<file path="src/rtl/ps2_pkg.sv">
// ps2_pkg: shared types and constants for the PS/2 host transmitter and receiver
package ps2_pkg;
    typedef enum logic [2:0] {IDLE, INHIBIT, RTS, WAIT_CLK, XFER, ACK, WAIT_IDLE, ABORT} state_t;
    localparam logic [1:0] ERR_NONE    = 2'b00;
    localparam logic [1:0] ERR_NORESP  = 2'b01;
    localparam logic [1:0] ERR_TIMEOUT = 2'b10;
    localparam logic [1:0] ERR_NACK    = 2'b11;
    localparam logic [7:0] PS2_CMD_SET_LEDS = 8'hED;
    localparam logic [7:0] PS2_CMD_RESET    = 8'hFF;
    localparam logic [7:0] PS2_CMD_ENABLE   = 8'hF4;
    localparam logic [7:0] PS2_RESP_ACK     = 8'hFA;
    // {stop, odd parity, data}, shifted out LSB first
    function automatic logic [9:0] build_frame(input logic [7:0] d);
        return {1'b1, ~^d, d};
    endfunction
endpackage

</file>
<file path="src/rtl/ps2_line_sync.sv">
// ps2_line_sync: 2-FF synchronizer plus falling-edge detect for one PS/2 line
module ps2_line_sync (
    input  logic clk,
    input  logic rstin,
    input  logic din,
    output logic level,
    output logic fall
);
    logic meta, prev;
    // idle bus is high, so reset to 1 to avoid a false edge after reset
    always_ff @(posedge clk or negedge rstin)
        if (!rstin) {meta, level, prev} <= 3'b111;
        else {meta, level, prev} <= {din, meta, level};
    assign fall = prev & ~level;
endmodule

</file>
<file path="src/rtl/ps2_host_tx.sv">
// ps2_host_tx: host-to-device PS/2 command transmitter with request-to-send,
// device ACK check and timeouts; pads driven through open-drain enables
module ps2_host_tx import ps2_pkg::*; #(
    parameter int INHIBIT_CYCLES = 6000,
    parameter int SETUP_CYCLES   = 250,
    parameter int START_TIMEOUT  = 750000,
    parameter int XFER_TIMEOUT   = 100000
) (
    input  logic       clk,
    input  logic       rstin,
    input  logic       tx_start,
    input  logic [7:0] tx_data,
    input  logic       ps2_clk_in,
    input  logic       ps2_data_in,
    output logic       ps2_clk_oe,
    output logic       ps2_data_oe,
    output logic       tx_busy,
    output logic       tx_done,
    output logic       tx_error,
    output logic [1:0] err_code
);
    localparam int CMAX = (START_TIMEOUT > INHIBIT_CYCLES)
        ? ((START_TIMEOUT > SETUP_CYCLES) ? START_TIMEOUT : SETUP_CYCLES)
        : ((INHIBIT_CYCLES > SETUP_CYCLES) ? INHIBIT_CYCLES : SETUP_CYCLES);
    localparam int CW = $clog2(CMAX + 1);
    localparam int XW = $clog2(XFER_TIMEOUT + 1);
    state_t state;
    logic [CW-1:0] cnt;
    logic [XW-1:0] xt;
    logic [9:0] frame;
    logic [3:0] bit_cnt;
    logic clk_s, clk_fall, data_s, data_fall_unused, xt_exp;
    ps2_line_sync u_clk_sync (.clk(clk), .rstin(rstin), .din(ps2_clk_in), .level(clk_s), .fall(clk_fall));
    ps2_line_sync u_data_sync (.clk(clk), .rstin(rstin), .din(ps2_data_in), .level(data_s), .fall(data_fall_unused));
    assign xt_exp = xt == XW'(XFER_TIMEOUT - 1);
    always_ff @(posedge clk or negedge rstin) begin
        if (!rstin) begin
            state <= IDLE;
            cnt <= '0;
            xt <= '0;
            frame <= '0;
            bit_cnt <= '0;
            {ps2_clk_oe, ps2_data_oe, tx_busy, tx_done, tx_error} <= '0;
            err_code <= ERR_NONE;
        end else begin
            tx_done <= 1'b0;
            tx_error <= 1'b0;
            // the transfer timer spans XFER, ACK and WAIT_IDLE; expiry wins over any edge
            if (state inside {XFER, ACK, WAIT_IDLE} && xt_exp) begin
                {ps2_clk_oe, ps2_data_oe, tx_busy, tx_error} <= 4'b0001;
                err_code <= ERR_TIMEOUT;
                state <= ABORT;
            end else begin
                if (state inside {XFER, ACK, WAIT_IDLE}) xt <= xt + XW'(1);
                case (state)
                    IDLE: if (tx_start && !tx_done) begin
                        frame <= build_frame(tx_data);
                        tx_busy <= 1'b1;
                        err_code <= ERR_NONE;
                        ps2_clk_oe <= 1'b1;
                        cnt <= '0;
                        state <= INHIBIT;
                    end
                    INHIBIT: if (cnt == CW'(INHIBIT_CYCLES - 1)) begin
                        cnt <= '0;
                        ps2_data_oe <= 1'b1;
                        state <= RTS;
                    end else cnt <= cnt + CW'(1);
                    RTS: if (cnt == CW'(SETUP_CYCLES - 1)) begin
                        cnt <= '0;
                        ps2_clk_oe <= 1'b0;
                        state <= WAIT_CLK;
                    end else cnt <= cnt + CW'(1);
                    WAIT_CLK: if (clk_fall) begin
                        ps2_data_oe <= ~frame[0];
                        frame <= {1'b1, frame[9:1]};
                        bit_cnt <= 4'd1;
                        xt <= '0;
                        state <= XFER;
                    end else if (cnt == CW'(START_TIMEOUT - 1)) begin
                        {ps2_clk_oe, ps2_data_oe, tx_busy, tx_error} <= 4'b0001;
                        err_code <= ERR_NORESP;
                        state <= ABORT;
                    end else cnt <= cnt + CW'(1);
                    XFER: if (clk_fall) begin
                        ps2_data_oe <= ~frame[0];
                        frame <= {1'b1, frame[9:1]};
                        bit_cnt <= bit_cnt + 4'd1;
                        if (bit_cnt == 4'd9) state <= ACK;
                    end
                    ACK: if (clk_fall) begin
                        if (data_s) begin
                            {ps2_clk_oe, ps2_data_oe, tx_busy, tx_error} <= 4'b0001;
                            err_code <= ERR_NACK;
                            state <= ABORT;
                        end else state <= WAIT_IDLE;
                    end
                    WAIT_IDLE: if (clk_s && data_s) begin
                        tx_done <= 1'b1;
                        tx_busy <= 1'b0;
                        state <= IDLE;
                    end
                    default: state <= IDLE;
                endcase
            end
        end
    end
endmodule

</file>
<file path="config.mk">
export PLATFORM = sky130hd
export DESIGN_NAME = ps2_host_tx
export DESIGN_NICKNAME = d
export VERILOG_FILES = /design/src/rtl/ps2_pkg.sv /design/src/rtl/ps2_line_sync.sv /design/src/rtl/ps2_host_tx.sv
export SDC_FILE = /design/constraint.sdc
export NUM_CORES = 1
export LEC_CHECK = 0
export BUFFER_PORTS_ARGS = -buffer_cell sky130_fd_sc_hd__buf_2
export CORE_ASPECT_RATIO = 0.9
export CORE_MARGIN = 5
export CORE_UTILIZATION = 45
export CTS_CLUSTER_SIZE = 10
export DETAILED_ROUTE_END_ITERATION = 7
export GPL_TIMING_DRIVEN = 0
export PLACE_DENSITY_LB_ADDON = 0.1
export SLEW_MARGIN = 20
export SYNTH_ARGS = -nofsm -noshare
export SYNTH_HDL_FRONTEND = slang
export SYNTH_SLANG_ARGS = --single-unit
</file>
<file path="constraint.sdc">
create_clock -name clk -period 3.1 [get_ports clk]
set_clock_uncertainty 0.1 [all_clocks]
set_input_delay 0.465 -clock clk [delete_from_list [all_inputs] [get_ports clk]]
set_output_delay 0.465 -clock clk [all_outputs]
set_load 0.1 [all_outputs]
</file>
==> results by group, run 1 <==
Clocking
  – Number of instances resized during post-cts repair: 0
  – Total clock buffers created by CTS: 9
  – Post-CTS Repair Setup Buffers: 0
  – Maximum root-to-sink buffer count: 2
  – Number of clock sinks: between 60 and 70
  – H-Tree Depth: 3
  – CTS root buf: sky130_fd_sc_hd__clkbuf_8
  – Clock tree from TritonCTS: yes
  – Clock-pin slew of the registers on the worst-case setup and hold paths: 0.07 ns
  – Hold_buf cts: 1
  – Skew-Pair Late Insertion Delay: 0.33 ns

Floorplan
  – Die X-Extent: 106 µm
  – Starting density of the core: 46.4%
  – Die height: 96.5 µm
  – Overall die area: 10200 µm²
  – Number of placement rows: 31
  – # IOs: 20
  – Core Box Area: 8070 µm²

Global route
  – Total congestion overflow after global routing: 0
  – Initial antenna violation count: 0
  – Number of global-route vias before repair: 3098
  – First-pass GRT wire length: 14.8 mm
  – Largest net degree at the start of global routing: 35
  – GRT Overall Usage: 18.2%

STA
  – Worst-case hold slack: 0.128 ns
  – Time the worst path needs with I/O delays and setup: about 2.7 ns
  – Setup repair after global routing missed its margin: no
  – Share of the clock period used by the worst path: 88.6%
  – Final-layout setup total negative slack: 0 ns
  – Setup-violating endpoint count in the final report: 0
  – Slew at the pin with the worst max-slew slack: 0.702 ns
  – Number of max-slew violations in the final report: 0
  – Final hold violations: 0
  – Normalized max-slew margin: between 50% and 60%
  – Highest attainable clock frequency: 364 MHz

Routing
  – Detail Route met3 WL: 435 µm
  – DRC viols: 0
  – Vias post-DR: 3181
  – Routed Wire Length: 8.65 mm
  – Highest metal layer with signal wires: met4
  – WL met1: around 4.4 mm
  – Drt first pass iters: 4
  – Residual antenna-violating net count after detailed routing: 0
  – Met2 WL: 3.76 mm
  – Drt first-iter violations: 272
  – Number of vias per cell: about 5.9
  – Wire length per cell: 15.9 µm

Synth
  – Primary flip-flop cell chosen by synthesis mapping: sky130_fd_sc_hd__dfrtp_1
  – Register bit total from synthesis: 66
  – Post-synthesis cell type count: 53
  – Number of instances in the synthesized netlist: 408
  – Part of the Yosys area used for sequential elements: 44.3%
  – Synth Warn #: 0
  – EDFF count, synth: 0
  – Syn nets: 426
  – Post-synth design cell area: 3740 µm²
  – Share of synthesized registers carrying an async set or reset: 100%
  – Average footprint of a synthesized cell: 9.17 µm²

Critical path
  – Critical path endpoint category: flop
  – Crit-path max FO: 10
  – Data arrival time at the worst-slack endpoint: about 2.9 ns
  – Data required time at the worst endpoint: 3.22 ns
  – Setup crit start kind: flop
  – Class of the most critical setup path: reg -> reg

Final layout
  – P&R area growth vs syn: 12.3%
  – Final #Nets: 458
  – N_diodes: 0
  – Fraction of layout cells with a size suffix above 1: between 10% and 20%

Placement
  – IO Port Bufs: 19
  – Routability Congestion: 0.925
  – Post-detail-place hpwl: between 6 and 7 mm

Flow run
  – Number of maximum-capacitance constraint violations: 0

Pwr
  – IR Drop Worst-Case VDD: slightly below 0.5 mV
  – Static leakage power: 1.79 nW
  – Power density relative to cell area: 790 nW/µm²

Min path
  – Path class of the lowest-slack min-delay path: in -> reg

Outcome
  – Result of the run: finished clean
==> where the power goes <==
part | leakage, nW | internal, W | switching, W
Combinational | 0.838 | 0.000496 | 0.000956
Clock | 0.106 | 0.000432 | 0.000309
Sequential | 0.845 | 0.00101 | 0.000120
Total | 1.79 | 0.00194 | 0.00138
==> critical path, stage by stage, from the launching register on <==
cell	delay [ns]
sky130_fd_sc_hd__dfrtp_1	0.45
sky130_fd_sc_hd__ha_1	0.23
sky130_fd_sc_hd__nand3_1	0.20
sky130_fd_sc_hd__or3_1	0.49
sky130_fd_sc_hd__o211ai_2	0.30
sky130_fd_sc_hd__and2_2	0.30
sky130_fd_sc_hd__buf_2	0.24
sky130_fd_sc_hd__o21ai_1	0.09
sky130_fd_sc_hd__a22o_1	0.24
==> synth_stat cells, types with 6 or more instances <==
cell | count | area [µm²]
sky130_fd_sc_hd__dfrtp_1 | 61 | 1530
sky130_fd_sc_hd__nor2_1 | 48 | 180
sky130_fd_sc_hd__a21oi_1 | 31 | 155
sky130_fd_sc_hd__nand2_1 | 28 | 105
sky130_fd_sc_hd__o21ai_0 | 23 | 115
sky130_fd_sc_hd__nand3_1 | 17 | 85.1
sky130_fd_sc_hd__mux2i_1 | 15 | 150
sky130_fd_sc_hd__xnor2_1 | 13 | 114
sky130_fd_sc_hd__clkbuf_1 | 11 | 41.3
sky130_fd_sc_hd__inv_1 | 11 | 41.3
sky130_fd_sc_hd__nand4_1 | 10 | 62.6
sky130_fd_sc_hd__a22o_1 | 9 | 78.8
sky130_fd_sc_hd__and3_1 | 9 | 56.3
sky130_fd_sc_hd__nor2b_1 | 8 | 50.1
sky130_fd_sc_hd__nor3_1 | 8 | 40.0
sky130_fd_sc_hd__nor4_1 | 8 | 50.1
sky130_fd_sc_hd__or3_1 | 7 | 43.8
sky130_fd_sc_hd__xor2_1 | 7 | 61.3
sky130_fd_sc_hd__o31ai_1 | 6 | 45.0
==> routing by layer <==
metal  vias up  GRT usage, %
li1       1552             -
met1      1535          25.6
met2        88          27.8
met3         6          4.32
met4         0          6.04
met5         -             0
==> final cells by class <==
type                    instances  area, µm²
repair buffers                 21        128
well taps                      99        124
fillers                       773       3860
clock buffers                  13        169
clock inverters                 2       35.0
multi-input cells             315       1970
inverters                      11       41.3
flip-flops and latches         66       1660
plain buffers                  16       78.8
==> registers in the layout, summed over array words and instances (netlist names) <==
register / count
bit_cnt: 4
cnt: 20
err_code: 2
frame: 10
ps2_clk_oe: 1
ps2_data_oe: 1
state: 3
tx_busy: 1
tx_done: 1
tx_error: 1
u_clk_sync.level: 1
u_clk_sync.meta: 1
u_clk_sync.prev: 1
u_data_sync.level: 1
u_data_sync.meta: 1
xt: 17
==> placed cells by master, fill, tap and decap left out, types with 6 or more instances in the layout <==
cell type,n
sky130_fd_sc_hd__nand2_1,28
sky130_fd_sc_hd__o31ai_1,6
sky130_fd_sc_hd__mux2i_1,15
sky130_fd_sc_hd__nor2b_1,8
sky130_fd_sc_hd__nand3_1,17
sky130_fd_sc_hd__a21oi_1,31
sky130_fd_sc_hd__nand4_1,10
sky130_fd_sc_hd__or3_1,7
sky130_fd_sc_hd__o21ai_0,23
sky130_fd_sc_hd__nor3_1,7
sky130_fd_sc_hd__inv_1,11
sky130_fd_sc_hd__and3_1,9
sky130_fd_sc_hd__nor4_1,8
sky130_fd_sc_hd__clkbuf_8,12
sky130_fd_sc_hd__nor2_1,48
sky130_fd_sc_hd__a22o_1,9
sky130_fd_sc_hd__xnor2_1,13
sky130_fd_sc_hd__clkbuf_1,12
sky130_fd_sc_hd__buf_2,21
sky130_fd_sc_hd__dfrtp_1,61
sky130_fd_sc_hd__xor2_1,7
==> final timing paths <==
path / slack, ns / cells past startpoint / from / end
max: 0.35 / 8 / cnt[0] / cnt[13]
max in group asynchronous: 1.86 / 3 / rstin / frame[5]
min reg2reg: 0.26 / 0 / u_clk_sync.meta / u_clk_sync.level
max reg2reg: 0.35 / 8 / cnt[0] / cnt[13]
min: 0.13 / 1 / ps2_data_in / u_data_sync.meta
min in group asynchronous: 0.51 / 2 / rstin / cnt[16]
==> cells by family (layout without fill, tap and decap cells) <==
| logic type | Yosys count | count (layout) | share of synthesized area, % |
|---|---|---|---|
| xor gates and xnor gates | 20 | 20 | 4.68 |
| adders and majority gates | 5 | 5 | 1.67 |
| AOI/OAI and AO/OA | 98 | 98 | 17.2 |
| buffers and inverters | 27 | 63 | 3.21 |
| DFF | 66 | 66 | 44.3 |
| and+or+nand+nor | 177 | 177 | 25.0 |
| muxes | 15 | 15 | 4.01 |
==> through the flow <==
| stage | area (µm²) | utilization, % | std cells | worst slack [ns] | total power [W] |
|---|---|---|---|---|---|
| 2_1_floorplan | 3740 | - | 408 | 0.688 | 0.00223 |
| 3_3_place_gp | 3960 | 49.1 | 526 | 0.426 | 0.00255 |
| 3_5_place_dp | 3990 | 49.4 | 527 | 0.364 | 0.00259 |
| 4_1_cts | 4200 | 52.1 | 543 | 0.354 | 0.00334 |
| 5_1_grt | 4200 | 52.1 | 543 | 0.0966 | 0.00357 |
| 6_report | 4200 | 52.1 | 543 | 0.354 | 0.00332 |
(Power assumes the default switching activity.)
==> run 2: changes to the inputs <==
--- a/config.mk
+++ b/config.mk
@@ -6,7 +6,6 @@
 export NUM_CORES = 1
 export LEC_CHECK = 0
 export BUFFER_PORTS_ARGS = -buffer_cell sky130_fd_sc_hd__buf_2
-export CORE_ASPECT_RATIO = 0.9
 export CORE_MARGIN = 5
 export CORE_UTILIZATION = 45
 export CTS_CLUSTER_SIZE = 10
==> constraint.sdc (replaced) <==
create_clock -name clk -period 3.1 [get_ports clk]
set_clock_uncertainty 0.1 [all_clocks]
set_input_delay 0.465 -clock clk [delete_from_list [all_inputs] [get_ports clk]]
set_output_delay 0.465 -clock clk [all_outputs]
set_load 0.01 [all_outputs]
==> results by group, run 2 (same netlist as run 1, synthesis figures left out) <==
STA
  – Number of max-slew violations in the final report: 0 (unchanged)
  – Highest attainable clock frequency: 371 MHz (was 364 MHz)
  – Slew at the pin with the worst max-slew slack: 0.696 ns (was 0.702 ns)
  – Time the worst path needs with I/O delays and setup: 2.69 ns (was 2.75 ns)
  – Share of the clock period used by the worst path: 86.9% (was 88.6%)
  – Final-layout setup total negative slack: 0 ns (unchanged)
  – Setup repair after global routing missed its margin: no (unchanged)
  – Final hold violations: 0 (unchanged)
  – Normalized max-slew margin: 53.6% (was 52.9%)
  – Setup-violating endpoint count in the final report: 0 (unchanged)
  – Post-layout worst setup margin: 0.406 ns (was 0.354 ns)

Routing
  – Drt first-iter violations: 128 (was 272)
  – Drt first pass iters: 5 (was 4)
  – Wire length per cell: 15.5 µm (was 15.9 µm)
  – Residual antenna-violating net count after detailed routing: 0 (unchanged)
  – Routed Wire Length: 8.55 mm (was 8.65 mm)
  – Number of vias per cell: 5.69 (was 5.86)
  – Vias post-DR: 3131 (was 3181)
  – DRC viols: 0 (unchanged)

Final layout
  – Area used by multi-input combinational logic: 1970 µm² (unchanged)
  – Post-route cell area: 4250 µm² (was 4200 µm²)
  – Max FFs per register: 20 (unchanged)
  – Cell Count, Final, Fillers Out: 550 (was 543)
  – Fill cell count: 758 (was 773)
  – Final #Nets: 458 (unchanged)
  – Fraction of layout cells with a size suffix above 1: 13.5% (about the same)
  – P&R area growth vs syn: 13.5% (was 12.3%)
  – Register area: 1660 µm² (unchanged)
  – Register with the most flip-flops: cnt (unchanged)
  – Commonest cells after routing, fill and taps aside: sky130_fd_sc_hd__dfrtp_1 (61), sky130_fd_sc_hd__nor2_1 (48), sky130_fd_sc_hd__a21oi_1 (31) (unchanged)
  – Leading cell type in the layout, fill and taps excluded: sky130_fd_sc_hd__dfrtp_1 (unchanged)
  – N_diodes: 0 (unchanged)
  – Top flop regs: cnt (20), xt (17), frame (10) (unchanged)

Floorplan
  – # IOs: 20 (unchanged)
  – Number of placement rows: 33 (was 31)
  – Overall die area: 10200 µm² (about the same)
  – Die X-Extent: 101 µm (was 106 µm)
  – Core Box Area: 8180 µm² (was 8070 µm²)
  – Die height: 101 µm (was 96.5 µm)
  – Starting density of the core: 45.8% (was 46.4%)

Global route
  – Total congestion overflow after global routing: 0 (unchanged)
  – GRT Overall Usage: 18.3% (was 18.2%)
  – Number of global-route vias before repair: 3154 (was 3098)
  – Initial antenna violation count: 0 (unchanged)
  – Largest net degree at the start of global routing: 48 (was 35)
  – First-pass GRT wire length: 15.2 mm (was 14.8 mm)

Pwr
  – IR Drop Worst-Case VDD: 0.355 mV (was 0.495 mV)
  – Clock share of power: 26.3% (was 22.3%)
  – Switching component of the power: 0.00125 W (was 0.00138 W)
  – Static leakage power: 1.80 nW (was 1.79 nW)
  – Internal power: 0.00204 W (was 0.00194 W)
  – Power density relative to cell area: 775 nW/µm² (was 790 nW/µm²)
  – Gate power share: 39.5% (was 43.7%)
  – Fraction of power spent switching nets: 38.0% (was 41.7%)
  – Reg power frac: 34.2% (was 34.0%)

Clocking
  – Clock-pin slew of the registers on the worst-case setup and hold paths: 0.07 ns (about the same)
  – Number of clock sinks: 66 (unchanged)
  – Skew-Pair Late Insertion Delay: 0.34 ns (was 0.33 ns)
  – H-Tree Depth: 3 (unchanged)
  – CTS root buf: sky130_fd_sc_hd__clkbuf_8 (unchanged)
  – Maximum root-to-sink buffer count: 2 (unchanged)
  – Hold_buf cts: 1 (unchanged)
  – Total clock buffers created by CTS: 9 (unchanged)
  – Clock tree from TritonCTS: yes (unchanged)
  – Post-CTS Repair Setup Buffers: 0 (unchanged)
  – Number of instances resized during post-cts repair: 0 (unchanged)

Critical path
  – Crit-path max FO: 10 (unchanged)
  – Class of the most critical setup path: reg -> reg (unchanged)
  – Reg-to-reg startpoint: cnt[0] (unchanged)
  – Data arrival time at the worst-slack endpoint: 2.82 ns (was 2.87 ns)
  – Worst reg2reg setup slack: 0.41 ns (was 0.35 ns)
  – Count of cells along the worst register-to-register path: 8 (unchanged)
  – Reg-to-reg endpoint: cnt[13] (unchanged)
  – Data required time at the worst endpoint: 3.23 ns (was 3.22 ns)
  – Setup crit start kind: flop (unchanged)
  – Critical path endpoint category: flop (unchanged)

Min path
  – Endpoint, Worst Hold: u_data_sync.meta (unchanged)
  – Path class of the lowest-slack min-delay path: in -> reg (unchanged)
  – Hold Path Cell Cnt: 1 (unchanged)
  – Worst Hold Launch: ps2_data_in (unchanged)

Placement
  – Routability Congestion: 1.00 (was 0.925)
  – # placed instances: 533 (was 527)
  – IO Port Bufs: 19 (unchanged)
  – Placement-stage worst setup slack: 0.390 ns (was 0.364 ns)
  – Post-detail-place hpwl: 6.07 mm (was 6.26 mm)
  – Area post-placement: 4000 µm² (was 3990 µm²)

Outcome
  – Result of the run: finished clean (unchanged)

Flow run
  – Number of maximum-capacitance constraint violations: 0 (unchanged)
==> run 2: changes by cell type in the layout (fill, tap and decap cells not counted), sizes merged <==
cell,delta
bufinv,+2
clkinvlp,+1
clkbuf,-2
==> run 2: how the worst max path moves through the flow <==
| stage | startpoint | endpoint | slack [ns] | cells after the start |
|---|---|---|---|---|
| 6_report | cnt[0] | cnt[13] | 0.41 | 8 |
| 2_1_floorplan | cnt[9] | state[0] | 0.69 | 6 |
| 4_1_cts | cnt[0] | cnt[13] | 0.38 | 8 |
| 3_3_place_gp | cnt[0] | cnt[15] | 0.42 | 8 |
| 5_1_grt | cnt[0] | cnt[13] | 0.19 | 8 |
| 3_5_place_dp | cnt[0] | cnt[13] | 0.39 | 8 |
==> run 2: through the flow <==
stage               hold slack, ns  total power (W)  util (%)
floorplan                   0.0694          0.00209         -
global placement             0.246          0.00241      48.5
detailed placement           0.247          0.00244      49.0
CTS                          0.100          0.00332      52.0
global route                0.0859          0.00354      52.0
finish                       0.115          0.00329      52.0
==> run 2: metal layers <==
| layer | vias up | routed length [µm] | global-route usage [%] |
|---|---|---|---|
| met5 | - | 0 | 0 |
| met4 | 0 | 114 | 6.54 |
| met3 | 11 | 366 | 3.93 |
| met2 | 73 | 4080 | 29.2 |
| met1 | 1506 | 3990 | 24.5 |
| li1 | 1541 | - | - |
==> run 2: critical path, cell delays in order (launching register included) <==
cell	delay (ns)
sky130_fd_sc_hd__dfrtp_1	0.44
sky130_fd_sc_hd__ha_1	0.22
sky130_fd_sc_hd__nand3_1	0.17
sky130_fd_sc_hd__or3_1	0.48
sky130_fd_sc_hd__o211ai_2	0.32
sky130_fd_sc_hd__and2_2	0.28
sky130_fd_sc_hd__buf_2	0.23
sky130_fd_sc_hd__o21ai_1	0.09
sky130_fd_sc_hd__a22o_1	0.24
==> run 2: cell type report <==
class	instances	share of cell area [%]
sequential	66	39.0
clock buffer	11	3.09
clock inverter	5	2.42
inverter	11	0.972
multi-input combinational	315	46.4
timing repair buffer	21	3.18
buffer	16	1.86
tap	105	3.09
==> run 2: power by group through the flow <==
stage	Clock (W)	Combinational [W]	Sequential [W]
floorplan	0	0.000967	0.00112
global placement	0	0.00128	0.00114
detailed placement	0	0.00130	0.00114
CTS	0.000889	0.00131	0.00113
global route	0.000926	0.00147	0.00115
finish	0.000865	0.00130	0.00113
==> run 3: changes to the inputs <==
--- a/config.mk
+++ b/config.mk
@@ -12,6 +12,7 @@
 export DETAILED_ROUTE_END_ITERATION = 7
 export GPL_TIMING_DRIVEN = 0
 export PLACE_DENSITY_LB_ADDON = 0.1
+export SETUP_SLACK_MARGIN = 0.5
 export SLEW_MARGIN = 20
 export SYNTH_ARGS = -nofsm -noshare
 export SYNTH_HDL_FRONTEND = slang
==> results by group, run 3 (same netlist as run 1, synthesis figures left out) <==
Final layout
  – Fill cell count: 749 (was 758)
  – Leading cell type in the layout, fill and taps excluded: sky130_fd_sc_hd__dfrtp_1 (unchanged)
  – Commonest cells after routing, fill and taps aside: sky130_fd_sc_hd__dfrtp_1 (59), sky130_fd_sc_hd__nor2_1 (47), sky130_fd_sc_hd__a21oi_1 (31) (was sky130_fd_sc_hd__dfrtp_1 (61), sky130_fd_sc_hd__nor2_1 (48), sky130_fd_sc_hd__a21oi_1 (31))
  – Fraction of layout cells with a size suffix above 1: 18.2% (was 13.5%)
  – P&R area growth vs syn: 17.5% (was 13.5%)
  – N_diodes: 0 (unchanged)
  – Max FFs per register: 20 (unchanged)
  – Post-route cell area: 4400 µm² (was 4250 µm²)
  – Final #Nets: 470 (was 458)
  – Area used by multi-input combinational logic: 2010 µm² (was 1970 µm²)
  – Register area: 1660 µm² (about the same)
  – Register with the most flip-flops: cnt (unchanged)
  – Top flop regs: cnt (20), xt (17), frame (10) (unchanged)

Routing
  – Number of vias per cell: 5.72 (was 5.69)
  – Vias post-DR: 3213 (was 3131)
  – Drt first-iter violations: 160 (was 128)
  – Drt first pass iters: 4 (was 5)
  – Residual antenna-violating net count after detailed routing: 0 (unchanged)
  – DRC viols: 0 (unchanged)
  – Wire length per cell: 15.5 µm (about the same)
  – Routed Wire Length: 8.72 mm (was 8.55 mm)

Critical path
  – Reg-to-reg endpoint: ps2_clk_oe (was cnt[13])
  – Count of cells along the worst register-to-register path: 6 (was 8)
  – Slowest stage cell, crit path: sky130_fd_sc_hd__or4_4 (was sky130_fd_sc_hd__or3_1)
  – Critical path endpoint category: flop (unchanged)
  – Worst reg2reg setup slack: 0.57 ns (was 0.41 ns)
  – Reg-to-reg startpoint: cnt[9] (was cnt[0])
  – Capture point of the critical path: ps2_clk_oe (was cnt[13])
  – Longest individual stage delay on the worst path: 0.56 ns (was 0.48 ns)
  – Data required time at the worst endpoint: 3.23 ns (about the same)
  – Cell count along the critical path: 6 (was 8)
  – Setup crit start kind: flop (unchanged)
  – Class of the most critical setup path: reg -> reg (unchanged)
  – Buf/Inv on CP: 0 (was 1)
  – Crit-path max FO: 6 (was 10)
  – Top Family by Delay on Critical Path: simple AND/OR/NAND/NOR gates (unchanged)
  – Critical-path cell list: or4_4 > nor4_1 > nand3_1 > a221o_1 > o31ai_1 > nand2_1 (was ha_1 > nand3_1 > or3_1 > o211ai_2 > and2_2 > buf_2 > o21ai_1 > a22o_1)
  – Data arrival time at the worst-slack endpoint: 2.66 ns (was 2.82 ns)
  – Launch point of the critical path: cnt[9] (was cnt[0])

Floorplan
  – Overall die area: 10200 µm² (unchanged)
  – Starting density of the core: 45.8% (unchanged)
  – Die height: 101 µm (unchanged)
  – Die X-Extent: 101 µm (unchanged)
  – Core Box Area: 8180 µm² (unchanged)
  – Number of placement rows: 33 (unchanged)
  – # IOs: 20 (unchanged)

STA
  – Worst-case hold slack: 0.113 ns (was 0.115 ns)
  – Normalized max-slew margin: 52.1% (was 53.6%)
  – Final-layout setup total negative slack: 0 ns (unchanged)
  – Setup-violating endpoint count in the final report: 0 (unchanged)
  – Time the worst path needs with I/O delays and setup: 2.53 ns (was 2.69 ns)
  – Final hold violations: 0 (unchanged)
  – Slew at the pin with the worst max-slew slack: 0.712 ns (was 0.696 ns)
  – Post-layout worst setup margin: 0.567 ns (was 0.406 ns)
  – Setup repair after global routing missed its margin: no (unchanged)
  – Share of the clock period used by the worst path: 81.7% (was 86.9%)
  – Highest attainable clock frequency: 395 MHz (was 371 MHz)
  – Number of max-slew violations in the final report: 0 (unchanged)

Pwr
  – Design Power: 0.00344 W (was 0.00329 W)
  – Gate power share: 42.0% (was 39.5%)
  – Fraction of power spent switching nets: 37.6% (was 38.0%)
  – Reg power frac: 32.8% (was 34.2%)
  – Internal power: 0.00215 W (was 0.00204 W)
  – Static leakage power: 1.90 nW (was 1.80 nW)
  – Clock share of power: 25.2% (was 26.3%)
  – Power density relative to cell area: 783 nW/µm² (was 775 nW/µm²)
  – IR Drop Worst-Case VDD: 0.414 mV (was 0.355 mV)
  – Switching component of the power: 0.00129 W (was 0.00125 W)

Global route
  – Total congestion overflow after global routing: 0 (unchanged)
  – Initial antenna violation count: 0 (unchanged)
  – Largest net degree at the start of global routing: 48 (unchanged)
  – Number of global-route vias before repair: 3176 (was 3154)
  – First-pass GRT wire length: 15.3 mm (was 15.2 mm)
  – GRT Overall Usage: 18.4% (was 18.3%)

Clocking
  – H-Tree Depth: 3 (unchanged)
  – Number of clock sinks: 66 (unchanged)
  – Clock tree from TritonCTS: yes (unchanged)
  – Total clock buffers created by CTS: 9 (unchanged)
  – Skew-Pair Late Insertion Delay: 0.34 ns (about the same)
  – Clock-pin slew of the registers on the worst-case setup and hold paths: 0.08 ns (was 0.07 ns)
  – Maximum root-to-sink buffer count: 2 (unchanged)
  – CTS root buf: sky130_fd_sc_hd__clkbuf_8 (unchanged)

Flow run
  – Number of maximum-capacitance constraint violations: 0 (unchanged)

Outcome
  – Result of the run: finished clean (unchanged)

Min path
  – Worst Hold Launch: ps2_clk_in (was ps2_data_in)
  – Path class of the lowest-slack min-delay path: in -> reg (unchanged)

Placement
  – Area post-placement: 4000 µm² (unchanged)
  – Post-detail-place hpwl: 6.07 mm (unchanged)
  – Routability Congestion: 1.00 (unchanged)
  – Placement-stage worst setup slack: 0.390 ns (unchanged)
  – IO Port Bufs: 19 (unchanged)
==> run 3: cell types whose count changed in the layout (fill, tap and decap cells not counted), moves of 2 or more <==
cell	before	now
sky130_fd_sc_hd__clkbuf_2	0	3
sky130_fd_sc_hd__clkbuf_1	13	9
sky130_fd_sc_hd__dfrtp_1	61	59
sky130_fd_sc_hd__buf_2	21	19
sky130_fd_sc_hd__dfrtp_2	0	2
sky130_fd_sc_hd__buf_4	1	15
==> run 3: metal layers <==
layer  vias up  share of wire [%]  GRT usage (%)
met5         -                  0              0
met4         0                1.3           6.44
met3        10                4.6           3.99
met2        78                 48           29.5
met1      1555                 46           24.6
li1       1570                  -              -
==> run 3: worst min-delay path by stage <==
stage / depth (start not counted) / end
final: 1 / u_clk_sync.meta
after CTS: 1 / u_data_sync.meta
after floorplan: 0 / bit_cnt[0]
after global routing: 1 / u_data_sync.meta
after global placement: 0 / u_data_sync.level
after detailed placement: 0 / u_clk_sync.level
==> run 3: power groups by stage <==
stage	sequential (W)	combinational [W]	clock, W
after detailed placement	0.00114	0.00130	0
after global placement	0.00114	0.00128	0
after global routing	0.00115	0.00161	0.000926
after CTS	0.00113	0.00134	0.000889
final	0.00113	0.00144	0.000867
after floorplan	0.00112	0.000967	0
==> run 3: final cells by class <==
class / count / area share, %
Tap cell: 105 / 2.99
Timing Repair Buffer: 33 / 5.12
Inverter: 11 / 0.939
Clock inverter: 5 / 2.33
Multi-Input combinational cell: 315 / 45.8
Clock buffer: 11 / 2.99
Buffer: 16 / 2.08
Sequential cell: 66 / 37.8
==> run 3: through the flow <==
stage | cells | utilization [%]
finish | 562 | 53.8
global route | 562 | 53.8
CTS | 551 | 52.4
detailed placement | 533 | 49.0
global placement | 532 | 48.5
floorplan | 408 | -
==> run 3: worst reg2reg max path: stages (launching register included) <==
cell	delay (ns)
sky130_fd_sc_hd__dfrtp_2	0.45
sky130_fd_sc_hd__or4_4	0.56
sky130_fd_sc_hd__nor4_1	0.46
sky130_fd_sc_hd__nand3_1	0.15
sky130_fd_sc_hd__a221o_1	0.41
sky130_fd_sc_hd__o31ai_1	0.22
sky130_fd_sc_hd__nand2_1	0.08
==> run 3: what timing repair did <==
action                     in CTS  in global routing
setup endpoints to repair      22                 37
setup buffers                   1                 11
pin swaps                       1                  7
gates resized for setup         6                 16
hold buffers                    1                  0
hold endpoints to repair       17                  0
